==> config.mk <==
export PLATFORM = sky130hd
export DESIGN_NAME = gate_bist
export DESIGN_NICKNAME = d
export VERILOG_FILES = /design/src/rtl/gate_bist_pkg.sv /design/src/rtl/gate_bist_golden.sv /design/src/rtl/gate_bist.sv
export SDC_FILE = /design/constraint.sdc
export NUM_CORES = 1
export LEC_CHECK = 0
export CAP_MARGIN = 30
export CORE_MARGIN = 2
export CORE_UTILIZATION = 35
export DETAILED_ROUTE_END_ITERATION = 6
export GPL_ROUTABILITY_DRIVEN = 0
export HOLD_SLACK_MARGIN = 0.15
export PLACE_DENSITY = 0.68
export SYNTH_ARGS = -nofsm -noshare
export SYNTH_HDL_FRONTEND = slang
export SYNTH_SLANG_ARGS = --single-unit
==> constraint.sdc <==
create_clock -name clk -period 4.44 [get_ports clk]
set_input_delay 0.666 -clock clk [delete_from_list [all_inputs] [get_ports clk]]
set_output_delay 0.666 -clock clk [all_outputs]
set_load 0.01 [all_outputs]
==> src/rtl/gate_bist_pkg.sv <==
// Shared types and the golden gate model for the gate-block self-test sequencer.
package gate_bist_pkg;

  typedef enum logic [1:0] {
    ST_IDLE,
    ST_SETTLE,
    ST_CHECK,
    ST_DONE
  } state_e;

  localparam int GATE_AND  = 0;
  localparam int GATE_OR   = 1;
  localparam int GATE_XOR  = 2;
  localparam int GATE_NAND = 3;
  localparam int GATE_NOR  = 4;
  localparam int GATE_XNOR = 5;

  localparam int N_COMBOS = 4;

  function automatic logic [5:0] expected_gates(input logic a, input logic b);
    logic [5:0] g;
    g            = '0;
    g[GATE_AND]  = a & b;
    g[GATE_OR]   = a | b;
    g[GATE_XOR]  = a ^ b;
    g[GATE_NAND] = ~(a & b);
    g[GATE_NOR]  = ~(a | b);
    g[GATE_XNOR] = ~(a ^ b);
    return g;
  endfunction

endpackage

==> src/rtl/gate_bist_golden.sv <==
// Combinational golden reference for the six-output gate block.
module gate_golden
  import gate_bist_pkg::*;
(
  input  logic       a_i,
  input  logic       b_i,
  output logic [5:0] gates_o
);

  assign gates_o = expected_gates(a_i, b_i);

endmodule

==> src/rtl/gate_bist.sv <==
// BIST sequencer: walks all a/b combinations, samples the gate block after a
// settle delay and accumulates pass/fail results against the golden model.
module gate_bist
  import gate_bist_pkg::*;
#(
  parameter int unsigned SETTLE_CYCLES = 1
) (
  input  logic       clk,
  input  logic       rst,
  input  logic       start,
  output logic       a,
  output logic       b,
  input  logic [5:0] dut_out,
  output logic       busy,
  output logic       done,
  output logic       pass,
  output logic [2:0] err_cnt,
  output logic [3:0] fail_vec,
  output logic [5:0] mismatch_mask
);

  localparam logic [3:0] SETTLE_LOAD = 4'(SETTLE_CYCLES - 1);
  localparam logic [1:0] LAST_IDX    = 2'(N_COMBOS - 1);

  state_e     state_q;
  logic [3:0] cnt_q;
  logic [1:0] idx_q;
  logic       a_q, b_q;
  logic       busy_q, done_q, pass_q;
  logic [2:0] err_cnt_q;
  logic [3:0] fail_vec_q;
  logic [5:0] mismatch_mask_q;

  logic [5:0] expected;
  logic [5:0] diff_d;
  logic       miss_d;
  logic [2:0] err_cnt_d;
  logic [1:0] idx_d;

  // a/b always mirror idx, so the golden vector tracks the applied stimulus.
  gate_golden u_golden (
    .a_i     (a_q),
    .b_i     (b_q),
    .gates_o (expected)
  );

  always_comb begin
    diff_d    = dut_out ^ expected;
    miss_d    = |diff_d;
    err_cnt_d = err_cnt_q + {2'b00, miss_d};
    idx_d     = idx_q + 2'd1;
  end

  always_ff @(posedge clk) begin
    if (rst) begin
      state_q         <= ST_IDLE;
      cnt_q           <= '0;
      idx_q           <= '0;
      a_q             <= 1'b0;
      b_q             <= 1'b0;
      busy_q          <= 1'b0;
      done_q          <= 1'b0;
      pass_q          <= 1'b0;
      err_cnt_q       <= '0;
      fail_vec_q      <= '0;
      mismatch_mask_q <= '0;
    end else begin
      case (state_q)
        ST_IDLE, ST_DONE: begin
          if (start) begin
            state_q         <= ST_SETTLE;
            cnt_q           <= SETTLE_LOAD;
            idx_q           <= '0;
            a_q             <= 1'b0;
            b_q             <= 1'b0;
            busy_q          <= 1'b1;
            done_q          <= 1'b0;
            pass_q          <= 1'b0;
            err_cnt_q       <= '0;
            fail_vec_q      <= '0;
            mismatch_mask_q <= '0;
          end
        end
        ST_SETTLE: begin
          if (cnt_q == 4'd0) state_q <= ST_CHECK;
          else               cnt_q   <= cnt_q - 4'd1;
        end
        ST_CHECK: begin
          err_cnt_q       <= err_cnt_d;
          mismatch_mask_q <= mismatch_mask_q | diff_d;
          if (miss_d) fail_vec_q[idx_q] <= 1'b1;
          if (idx_q == LAST_IDX) begin
            state_q <= ST_DONE;
            busy_q  <= 1'b0;
            done_q  <= 1'b1;
            pass_q  <= (err_cnt_d == 3'd0);
          end else begin
            state_q <= ST_SETTLE;
            cnt_q   <= SETTLE_LOAD;
            idx_q   <= idx_d;
            a_q     <= idx_d[1];
            b_q     <= idx_d[0];
          end
        end
        default: state_q <= ST_IDLE;
      endcase
    end
  end

  assign a             = a_q;
  assign b             = b_q;
  assign busy          = busy_q;
  assign done          = done_q;
  assign pass          = pass_q;
  assign err_cnt       = err_cnt_q;
  assign fail_vec      = fail_vec_q;
  assign mismatch_mask = mismatch_mask_q;

endmodule

Word level (Yosys, flattened, before mapping)
Index checks and enable logic that the tools add are counted.
{ "totals": {"inputBits": 9, "wordCells": 79, "ff_bits": 26} }
{ "classes": {"mux": 31, "reduce_logical": 13, "n_bitwise": 9, "n_addsub": 3, "n_lt_le_gt_ge": 2, "eq_ne": 10} }
{ "ops": {"columns": ["operator", "n"], "rows": [
  ["$mux W4", 4],
  ["$ne A2 B2 Y1 const B", 6],
  ["$pmux W4 S3", 1],
  ["$pmux W6 S2", 1],
  ["$reduce_and A3 Y1", 4],
  ["$mux W2", 5],
  ["$pmux W1 S2", 5],
  ["$mux W1", 8],
  ["$pmux W4 S2", 1],
  ["$eq A2 B2 Y1 const B", 3],
  ["$mux W6", 1],
  ["$or A6 B6 Y6", 1],
  ["$pmux W2 S3", 1],
  ["$pmux W3 S2", 1],
  ["$reduce_or A6 Y1", 1],
  ["$xor A6 B6 Y6", 1],
  ["$logic_not A4 Y1", 1],
  ["$or A4 B4 Y4", 1],
  ["$pmux W2 S2", 1],
  ["$reduce_and A2 Y1", 2],
  ["$sub A4 B1 Y4 const B", 1],
  ["$add A3 B1 Y3", 1],
  ["$logic_not A3 Y1", 1],
  ["$lt A2 B3 Y1 const B", 1],
  ["13 further kinds", 15]
]} }

Depth between registers and ports, before layout
Gate-level depths: netlist (run 1).
{ "depth": {"word_depth": 8, "depth_mapped": 11, "depth_no_buf": 11} }

By module
A second synthesis (run 1) with hierarchy kept.
{ "unflattened": {"cells_unflattened": 150, "area_unflattened_um2": 1271.2} }
{ "modules_own_cells": {"columns": ["mod", "seq_area_each_um2", "cells_per_inst", "instances", "area_each_um2"], "rows": [
  ["gate_bist", 480.5, 141, 1, 1202.4],
  ["gate_golden", 0.0, 9, 1, 68.8]
]} }

Worst setup path before layout (run 1)
No wires, ideal clock.
{ "synth_timing": {"path_type": "register to register", "startpoint": "register idx_q[1]", "endpoint": "register pass_q (netlist: pass)", "t_arrival_ps": 2382, "slack_ps": 1987, "stages_incl_launch_ff": 11, "setup_ps": 71, "t_required_ps": 4369, "period_less_slack_ps": 2453, "cell_sequence": "dfxtp_1 inv_1 ha_1 or3b_1 a22oi_1 nand2_1 ha_1 ha_1 nor3_1 nand3_1 a21oi_1"} }
{ "synth_via": {"elab_chain_len": 3} }
{ "synth_lines": {"columns": ["element", "line", "rtl"], "rows": [
  ["start: declaration", "gate_bist.sv:27", "logic [1:0] idx_q;"],
  ["start signal: assignment", "gate_bist.sv:100", "idx_q <= idx_d;"],
  ["$eq A2 B2 Y1", "gate_bist.sv:92", "if (idx_q == LAST_IDX) begin"],
  ["$ne A2 B2 Y1 (no source line)", null, null],
  ["$reduce_and A3 Y1 (no source line)", null, null],
  ["end signal: assignment", "gate_bist.sv:96", "pass_q <= (err_cnt_d == 3'd0);"],
  ["end: declaration", "gate_bist.sv:29", "logic busy_q, done_q, pass_q;"]
]} }
No other way between the ends.
A chain may end at the register's enable or synchronous reset.

Final worst setup path (run 1)
Ends and elaborated chain as after synthesis.

==> summary.md, run 1 <==
| Metric | Value |
|---|---|
| Layout cells sized above 1 | `5.814%` |
| Count leader, synth | `dfxtp_1` |
| Main combinational cell family by area after synthesis | `simple AND/OR/NAND/NOR gates` |
| Synth Area in Simple Gates | `23.36%` |
| Post-Route WL | `2811 um` |
| CTS sink cnt | `24` |
| CP max FO | `6` |
| Synth area leader | `dfxtp_1` |
| Vias in the first global route | `roughly 1100` |
| Final Hold Fails | `0` |
| Drt initial violations | `30` |
| Worst slew margin | `51.93%` |
| Multiplexer share of the synthesized area | `0.7820%` |
| Total track usage | `14.28%` |
| Detail Placement HPWL | `2148 um` |
| 1st-pass router iterations | `4` |
| Pwr/cell area | `279.4 mW/mm2` |
| Post-synth top cells | `dfxtp_1, nor2_1, a21oi_1, ha_1` |
| Clk_lat worst skew | `a little over 300 ps` |
| Clk root buf | `clkbuf_4` |
| Final Slew Violations | `0` |
| CP Class | `reg2reg` |
| Area share of fa/ha/maj cells after synthesis | `10.75%` |
| Post-synthesis xor/xnor area fraction | `3.421%` |
| RSZ-0062 raised after global routing | `false` |
| Die Area | `0.004157 mm2` |
| Starting Density | `37.47%` |
| Clock transition at path regs | `around 130 ps` |
| Drt wl/cell | `about 13 um` |
| Top-area cell type share of the netlist area | `37.54%` |
| Nets | `roughly 190` |
| Worst Skew | `6.361 ps` |
| VDD IR max | `0.1224 mV` |
| Status | `finished clean` |
| Largest cells by area after synthesis | `dfxtp_1, ha_1, a21oi_1` |
| Num ports | `27` |
| Synth-to-Final Area Change | `24.24%` |
| Leakage power | `0.5866 nW` |
| Max Clk Rate | `369.4 MHz` |
| Startpoint Class | `flip-flop` |
| Max-cap violations | `0` |
| Die width | `64.48 um` |
| Final worst slack | `1733 ps` |
| Largest net degree at the start of global routing | `21` |
| Resized cells post-CTS | `0` |
| Core ar. | `0.003416 mm2` |
| DR DRC count | `0` |
| Min Clock Period, post-route | `2707 ps` |
| Antenna violations before repair | `0` |
| Data required, critical path | `between 4000 and 5000 ps` |
| Die Y | `64.48 um` |
| Post-route ant nets | `0` |
| Row cnt | `21` |
| Post-synthesis compound-gate area fraction | `19.16%` |
| PortBufs | `26` |
| Vias per cell | `5.124` |
| Worst-margin pin slew | `718.8 ps` |
| H-tree level count | `1` |
| Inserted Diodes | `0` |
| CTS tree | `done` |
| Syn avg cell area | `8.590 um2` |
| Yosys cell types | `37` |
| Synthesized area | `~0.0013 mm2` |
| Total Neg Setup Slack | `0 ps` |
| Post-synth EDFFs | `0` |
| Via count | `1117` |
| Crit. End Element | `flip-flop` |
| # Post-CTS Setup Buffers | `0` |
| Asr flop ratio synth | `0%` |
| Period Utilization, post-route | `60.97%` |
| First-pass GRT wire length | `4740 um` |
| Max Root-Sink Buffers | `2` |
| Post-synth top flop | `dfxtp_1` |
| Yosys warning count | `0` |
| Sequential share of the synthesized area | `between 30% and 40%` |
| Cells after Synth | `149` |
| Post-CTS Hold Buffers | `0` |
| Worst hold slack | `485.6 ps` |
| Crit path DAT | `2940 ps` |
| Synth Register Bits | `24` |
| Final setup viols | `0` |
| Post-Place Setup Slack | `1523 ps` |
| Worst Hold Class | `reg2reg` |
| Overflow after GRT | `0` |
| Syn Nets | `169` |
| TritonCTS Buffers | `3` |
worst paths after layout:
kind,slack [ps],depth (start not counted),startpoint,endpoint
setup / recovery,1730,10,idx_q[1],pass
hold / removal,490,2,mismatch_mask[2],mismatch_mask[2]
setup reg to reg,1730,10,idx_q[1],pass
hold reg to reg,490,2,mismatch_mask[2],mismatch_mask[2]
layer usage:
layer | track usage (%) | vias up | share of wire [%]
met3 | 4.688 | 6 | 5.0
met4 | 5.319 | 0 | 1.9
met5 | 0 | - | 0
met2 | 23.31 | 30 | 46
met1 | 17.51 | 513 | 47
li1 | - | 568 | -
registers in the layout, summed over array words and instances (netlist names):
name	flops
mismatch_mask	6
cnt_q	4
fail_vec	4
err_cnt	3
idx_q	2
state_q	2
busy	1
done	1
pass	1
critical path, stage by stage, from the launching register on:
cell	delay, ps
dfxtp_1	450
inv_1	120
ha_1	400
or3b_1	410
a22oi_1	260
nand2_1	100
ha_1	200
ha_1	290
nor3_1	190
nand3_1	100
a21oi_1	130
per-stage QoR:
stage          power, mW  util [%]  cell area, um2  std cells
2_1_floorplan     0.3148         -            1280        149
3_3_place_gp      0.3519     45.90            1568        215
3_5_place_dp      0.3557     45.90            1568        215
4_1_cts           0.4508     46.56            1590        218
5_1_grt           0.4726     46.56            1590        218
6_report          0.4444     46.56            1590        218
final cells by class:
| class | instances | area, um2 |
|---|---|---|
| tap | 46 | 57.56 |
| sequential | 24 | 480.5 |
| multi-input combinational | 110 | 735.7 |
| timing repair buffer | 26 | 260.3 |
| inverter | 9 | 33.78 |
| clock buffer | 3 | 22.52 |
| fill | 344 | 1826 |
layout by cell type (no fill, tap or decap), types with 2 or more instances in the layout:
| cell type | netlist | final |
|---|---|---|
| nor2_1 | 19 | 19 |
| a22o_1 | 4 | 4 |
| nand2b_1 | 3 | 3 |
| nand2_1 | 9 | 9 |
| or2_2 | 2 | 2 |
| a21oi_1 | 17 | 17 |
| o21ai_0 | 7 | 7 |
| clkdlybuf4s50_1 | 0 | 26 |
| nor3b_1 | 2 | 2 |
| nor3_1 | 4 | 4 |
| or3b_1 | 2 | 2 |
| dfxtp_1 | 24 | 24 |
| clkbuf_4 | 0 | 3 |
| xor2_1 | 3 | 3 |
| nand3b_1 | 2 | 2 |
| or4b_1 | 2 | 2 |
| ha_1 | 11 | 11 |
| xnor2_1 | 2 | 2 |
| inv_1 | 9 | 9 |
| nor2b_1 | 2 | 2 |
| a22oi_1 | 2 | 2 |
| a32oi_1 | 2 | 2 |
| o31ai_1 | 2 | 2 |
cell families (layout without fill, tap and decap cells):
family / after synthesis / count (layout)
AO/OA/AOI/OAI: 39 / 39
adder cells (fa/ha/maj): 11 / 11
AND/OR/NAND/NOR: 54 / 54
flip-flops: 24 / 24
buffers and inverters: 15 / 38
XOR/XNOR: 5 / 5
multiplexers: 1 / 1
power by group:
part	leakage, nW	switching, mW	total (mW)	internal [mW]
registers	0.195	0.00757	0.235	0.227
clock network	0.0138	0.0614	0.0931	0.0317
logic	0.378	0.0661	0.117	0.0504
(Power assumes the default switching activity.)
==> inputs of run 2 (changes only) <==
Clock period 4.44 ns to 2.84 ns, I/O delays scaled along.
==> run 2 against run 1 <==
  * First-iteration DRC count increased by 17%
  * Worst setup slack worse by 1500 ps
  * Clock power increased by 99%
  * Sequential cell count stayed put
  * Routed wire length down 0.96%
  * Hold slack better by 7.8 ps
  * Register-to-register slack got worse by 1500 ps
  * Design area up 2.4%
  * Critical endpoint unchanged
  * Largest power group unchanged
  * Critical path type unchanged
  * Largest cell class unchanged
==> summary.md, run 2 (synthesized netlist as in run 1, its figures left out) <==
| Metric | Value |
|---|---|
| Num ports | `27` |
| 1st-pass router iterations | `4` |
| Met3 WL | `99 um` |
| Die Y | `about 64 um` |
| Max Root-Sink Buffers | `2` |
| Clk root buf | `clkbuf_4` |
| Worst hold slack | `approximately 490 ps` |
| H-tree level count | `1` |
| Worst-margin pin slew | `between 600 and 700 ps` |
| CTS tree | `done` |
| Final Slew Violations | `0` |
| # Post-CTS Setup Buffers | `0` |
| Most frequent cells in the layout | `clkdlybuf4s50_1, dfxtp_1, nor2_1, a21oi_1, ha_1` |
| Final Non-Filler Cells | `222` |
| Vias per cell | `5.068` |
| Detail Placement HPWL | `2147 um` |
| Crit. End Element | `flip-flop` |
| Synth-to-Final Area Change | `27.17%` |
| WL met2 | `1316 um` |
| Startpoint Class | `flip-flop` |
| Status | `finished clean` |
| Worst slew margin | `55.42%` |
| Period Utilization, post-route | `91.76%` |
| Overflow after GRT | `0` |
| Clock transition at path regs | `140 ps` |
| DR DRC count | `0` |
| Via count | `1125` |
| CTS sink cnt | `24` |
| Largest net degree at the start of global routing | `14` |
| Total Neg Setup Slack | `0 ps` |
| Total track usage | `between 10% and 20%` |
| Starting Density | `37.47%` |
| Antenna violations before repair | `0` |
| Crit path DAT | `approximately 2900 ps` |
| Drt initial violations | `35` |
| CP Class | `reg2reg` |
| Leakage power | `0.6100 nW` |
| Commonest non-fill, non-tap cell in the layout | `clkdlybuf4s50_1` |
| DR top layer | `met4` |
| VDD IR max | `0.2058 mV` |
| Post-Route WL | `2784 um` |
| Worst Skew | `5.762 ps` |
| RSZ-0062 raised after global routing | `false` |
| Post-route ant nets | `0` |
| TritonCTS Buffers | `3` |
| Dpl cell area | `0.001590 mm2` |
| First-pass GRT wire length | `4740 um` |
| Die width | `between 60 and 70 um` |
| Max reg flops | `6` |
| Final setup viols | `0` |
| Worst Hold Class | `reg2reg` |
| Vias in the first global route | `1061` |
| Max Clk Rate | `383.7 MHz` |
| Drt wl/cell | `roughly 13 um` |
| Layout cells sized above 1 | `8.523%` |
| Pwr/cell area | `451.8 mW/mm2` |
| Final Cell Area | `around 0.0016 mm2` |
| Final Hold Fails | `0` |
| Inserted Diodes | `0` |
| Row cnt | `21` |
| Placed insts | `218` |
| FILL cells | `~360` |
| PortBufs | `26` |
| Max-cap violations | `0` |
| Nets | `197` |
| Clk_lat worst skew | `320 ps` |
| Data required, critical path | `3100 ps` |
| Die Area | `0.004157 mm2` |
| Met1 Wirelength | `1343 um` |
| CP max FO | `6` |
| Core ar. | `0.003416 mm2` |
| Min Clock Period, post-route | `2606 ps` |
-- run 2: changes by cell type in the layout (fill, tap and decap cells not counted) --
cell / delta
clkbuf_8: +1
buf_4: +3
dfxtp_2: +1
dfxtp_1: -1
-- run 2: where the power goes --
group          internal, mW  switching (mW)  total (mW)
Combinational        0.0805           0.104       0.184
Sequential            0.355          0.0110       0.366
Clock                0.0785           0.107       0.185
Total                 0.514           0.221       0.735
-- run 2: timing repair --
action,4_1_cts,5_1_grt
hold buffers,0,0
endpoints found under the setup margin,0,1
resized for setup,0,1
-- run 2: through the flow --
step           worst slack [ps]  power (mW)  utilization, %
4_1_cts                   153.0      0.7411           47.62
5_1_grt                   67.99      0.7796           47.66
2_1_floorplan             387.5      0.4921               -
3_5_place_dp              177.9      0.5581           46.56
6_report                  233.9      0.7355           47.66
3_3_place_gp              290.4      0.5529           46.56
-- run 2: path summary, 6_finish.rpt --
kind	startpoint	end	slack [ps]	depth (start not counted)
max	idx_q[1]	pass	230	10
min	mismatch_mask[0]	mismatch_mask[0]	490	2
max reg2reg	idx_q[1]	pass	230	10
min reg2reg	mismatch_mask[0]	mismatch_mask[0]	490	2
-- run 2: layer usage --
layer,vias up,global-route usage [%]
met2,17,23.57
met4,0,4.787
met1,526,18.70
met5,-,0
li1,578,-
met3,4,2.431
-- run 2: area by class of cell --
class / instances / area [um2] / area share (%)
repair buffers: 29 / 282.8 / 17.37
multi-input cells: 110 / 735.7 / 45.20
inverters: 9 / 33.78 / 2.075
clock buffers: 4 / 36.28 / 2.229
flip-flops and latches: 24 / 481.7 / 29.59
well taps: 46 / 57.56 / 3.536
-- run 2: critical path: stages, from the launching register on --
cell and delay, ps:
dfxtp_2 410, inv_1 90, ha_1 380, or3b_1 400, a22oi_1 250, nand2_1 100, ha_1 190, ha_1 280
nor3_1 190, nand3_1 90, a21oi_1 150
==> inputs of run 3 (changes only) <==
Settings changed: CELL_PAD_IN_SITES_DETAIL_PLACEMENT set to 0, CELL_PAD_IN_SITES_GLOBAL_PLACEMENT set to 2, CORE_UTILIZATION 35 to 29, PLACE_DENSITY 0.68 to 0.87.
==> run 3 against run 2 <==
  * Final cell count rose by 2.7%
  * Utilization fell by 9.3 points
  * Count of clock-buffer cells in the layout fell by 1
  * Critical path type unchanged
  * Register-to-register slack improved by 110 ps
  * Highest routed layer unchanged
  * Die area rose by 19%
==> summary.md, run 3 (synthesized netlist as in run 1, its figures left out) <==
| Metric | Value |
|---|---|
| Status | `finished clean` |
| Crit path DAT | `2700 ps` |
| Layout cells sized above 1 | `roughly 8.0%` |
| RR Startpoint | `idx_q[1]` |
| Core ar. | `0.004294 mm2` |
| Detail Placement HPWL | `2212 um` |
| CTS sink cnt | `24` |
| Num ports | `27` |
| Clk_lat worst skew | `between 200 and 300 ps` |
| Worst slew margin | `48.72%` |
| Placed insts | `around 230` |
| WL met2 | `1333 um` |
| Min Clock Period, post-route | `2493 ps` |
| Nets | `198` |
| Final Hold Fails | `0` |
| FF-to-FF setup slack | `350 ps` |
| Overflow after GRT | `0` |
| H-tree level count | `1` |
| Most frequent cells in the layout | `clkdlybuf4s50_1, dfxtp_1, nor2_1, a21oi_1, ha_1` |
| Hold Startpoint | `mismatch_mask[4]` |
| Final setup viols | `0` |
| Starting Density | `29.81%` |
| # Post-CTS Setup Buffers | `0` |
| Final worst slack | `346.5 ps` |
| FILL cells | `446` |
| Commonest non-fill, non-tap cell in the layout | `clkdlybuf4s50_1` |
| CP max FO | `5` |
| RSZ-0062 raised after global routing | `false` |
| CP Class | `reg2reg` |
| Total track usage | `about an eighth` |
| Final Non-Filler Cells | `228` |
| Area of the multi-input gates | `between 700 and 800 um2` |
| Worst-margin pin slew | `761.1 ps` |
| DR DRC count | `0` |
| VDD IR max | `approximately 0.28 mV` |
| Hold path cells | `2` |
| Data required, critical path | `around 3000 ps` |
| Final Slew Violations | `0` |
| Vias per cell | `5.004` |
| Worst hold slack | `between 400 and 500 ps` |
| Row cnt | `24` |
| Max Root-Sink Buffers | `2` |
| Total Neg Setup Slack | `0 ps` |
| Max Clk Rate | `401.0 MHz` |
| FF+latch area | `480.5 um2` |
| Drt wl/cell | `12.83 um` |
| Hold EP | `mismatch_mask[4]` |
| Post-Place Setup Slack | `217.1 ps` |
| Max-cap violations | `0` |
| PortBufs | `26` |
| Inserted Diodes | `0` |
| Clock transition at path regs | `about 90 ps` |
| Crit. End Element | `flip-flop` |
| Worst Hold Class | `reg2reg` |
| First-pass GRT wire length | `4940 um` |
| Leakage power | `just over 0.6 nW` |
| TritonCTS Buffers | `3` |
| Max reg flops | `6` |
| Pwr/cell area | `~460 mW/mm2` |
| 1st-pass router iterations | `4` |
| Resized cells post-CTS | `0` |
| Die width | `70.44 um` |
| Post-Route WL | `2926 um` |
| CTS tree | `done` |
| Worst reg-to-reg path cell count | `10` |
| Largest net degree at the start of global routing | `20` |
| R2R Path End | `pass` |
| Startpoint Class | `flip-flop` |
| Die Area | `0.004961 mm2` |
| Post-route ant nets | `0` |
| Antenna violations before repair | `0` |
| Drt initial violations | `32` |
| Die Y | `between 70 and 80 um` |
| Clk root buf | `clkbuf_8` |
| Period Utilization, post-route | `87.80%` |
| DR top layer | `met4` |
| Via count | `1141` |
| Post-CTS Hold Buffers | `0` |
| Synth-to-Final Area Change | `28.64%` |
| Dpl cell area | `0.001605 mm2` |
| Met1 Wirelength | `1422 um` |
| Worst Skew | `4.955 ps` |
| Final Cell Area | `approximately 0.0016 mm2` |
| Vias in the first global route | `approximately 1100` |
| Met3 WL | `between 100 and 150 um` |
-- run 3: per-stage QoR --
stage,power [mW],utilization [%]
CTS,0.7648,38.35
floorplan,0.4921,-
detailed placement,0.5606,37.38
global placement,0.5550,37.38
finish,0.7564,38.35
global route,0.8005,38.35
-- run 3: report_power, final --
group          switching (mW)  internal, mW  total (mW)
Clock                   0.108        0.0949       0.203
Combinational           0.106        0.0808       0.186
Sequential             0.0119         0.355       0.367
-- run 3: layout make-up --
| class | count | share of cell area, % |
|---|---|---|
| multi-input cells | 110 | 44.68 |
| flip-flops and latches | 24 | 29.18 |
| repair buffers | 30 | 17.63 |
| well taps | 52 | 3.951 |
| clock buffers | 3 | 2.508 |
| inverters | 9 | 2.052 |
-- run 3: worst max path at each step --
stage / end / slack (ps) / depth (start not counted) / start
CTS: pass / 350 / 10 / idx_q[1]
detailed placement: pass / 220 / 9 / dut_out[3]
floorplan: pass / 390 / 10 / idx_q[1]
finish: pass / 350 / 10 / idx_q[1]
global route: pass / 150 / 10 / idx_q[1]
global placement: pass / 270 / 9 / dut_out[3]
-- run 3: layer usage --
layer,vias up,GRT usage [%]
li1,575,-
met1,537,15.53
met2,25,20.75
met3,4,3.319
met4,0,2.778
met5,-,0
-- run 3: critical path, stage by stage (launching register included) --
cell and delay [ps]:
dfxtp_1 330, inv_1 70, ha_1 390, or3b_1 390, a22oi_1 230, nand2_1 120, ha_1 200, ha_1 290
nor3_1 190, nand3_1 90, a21oi_1 130
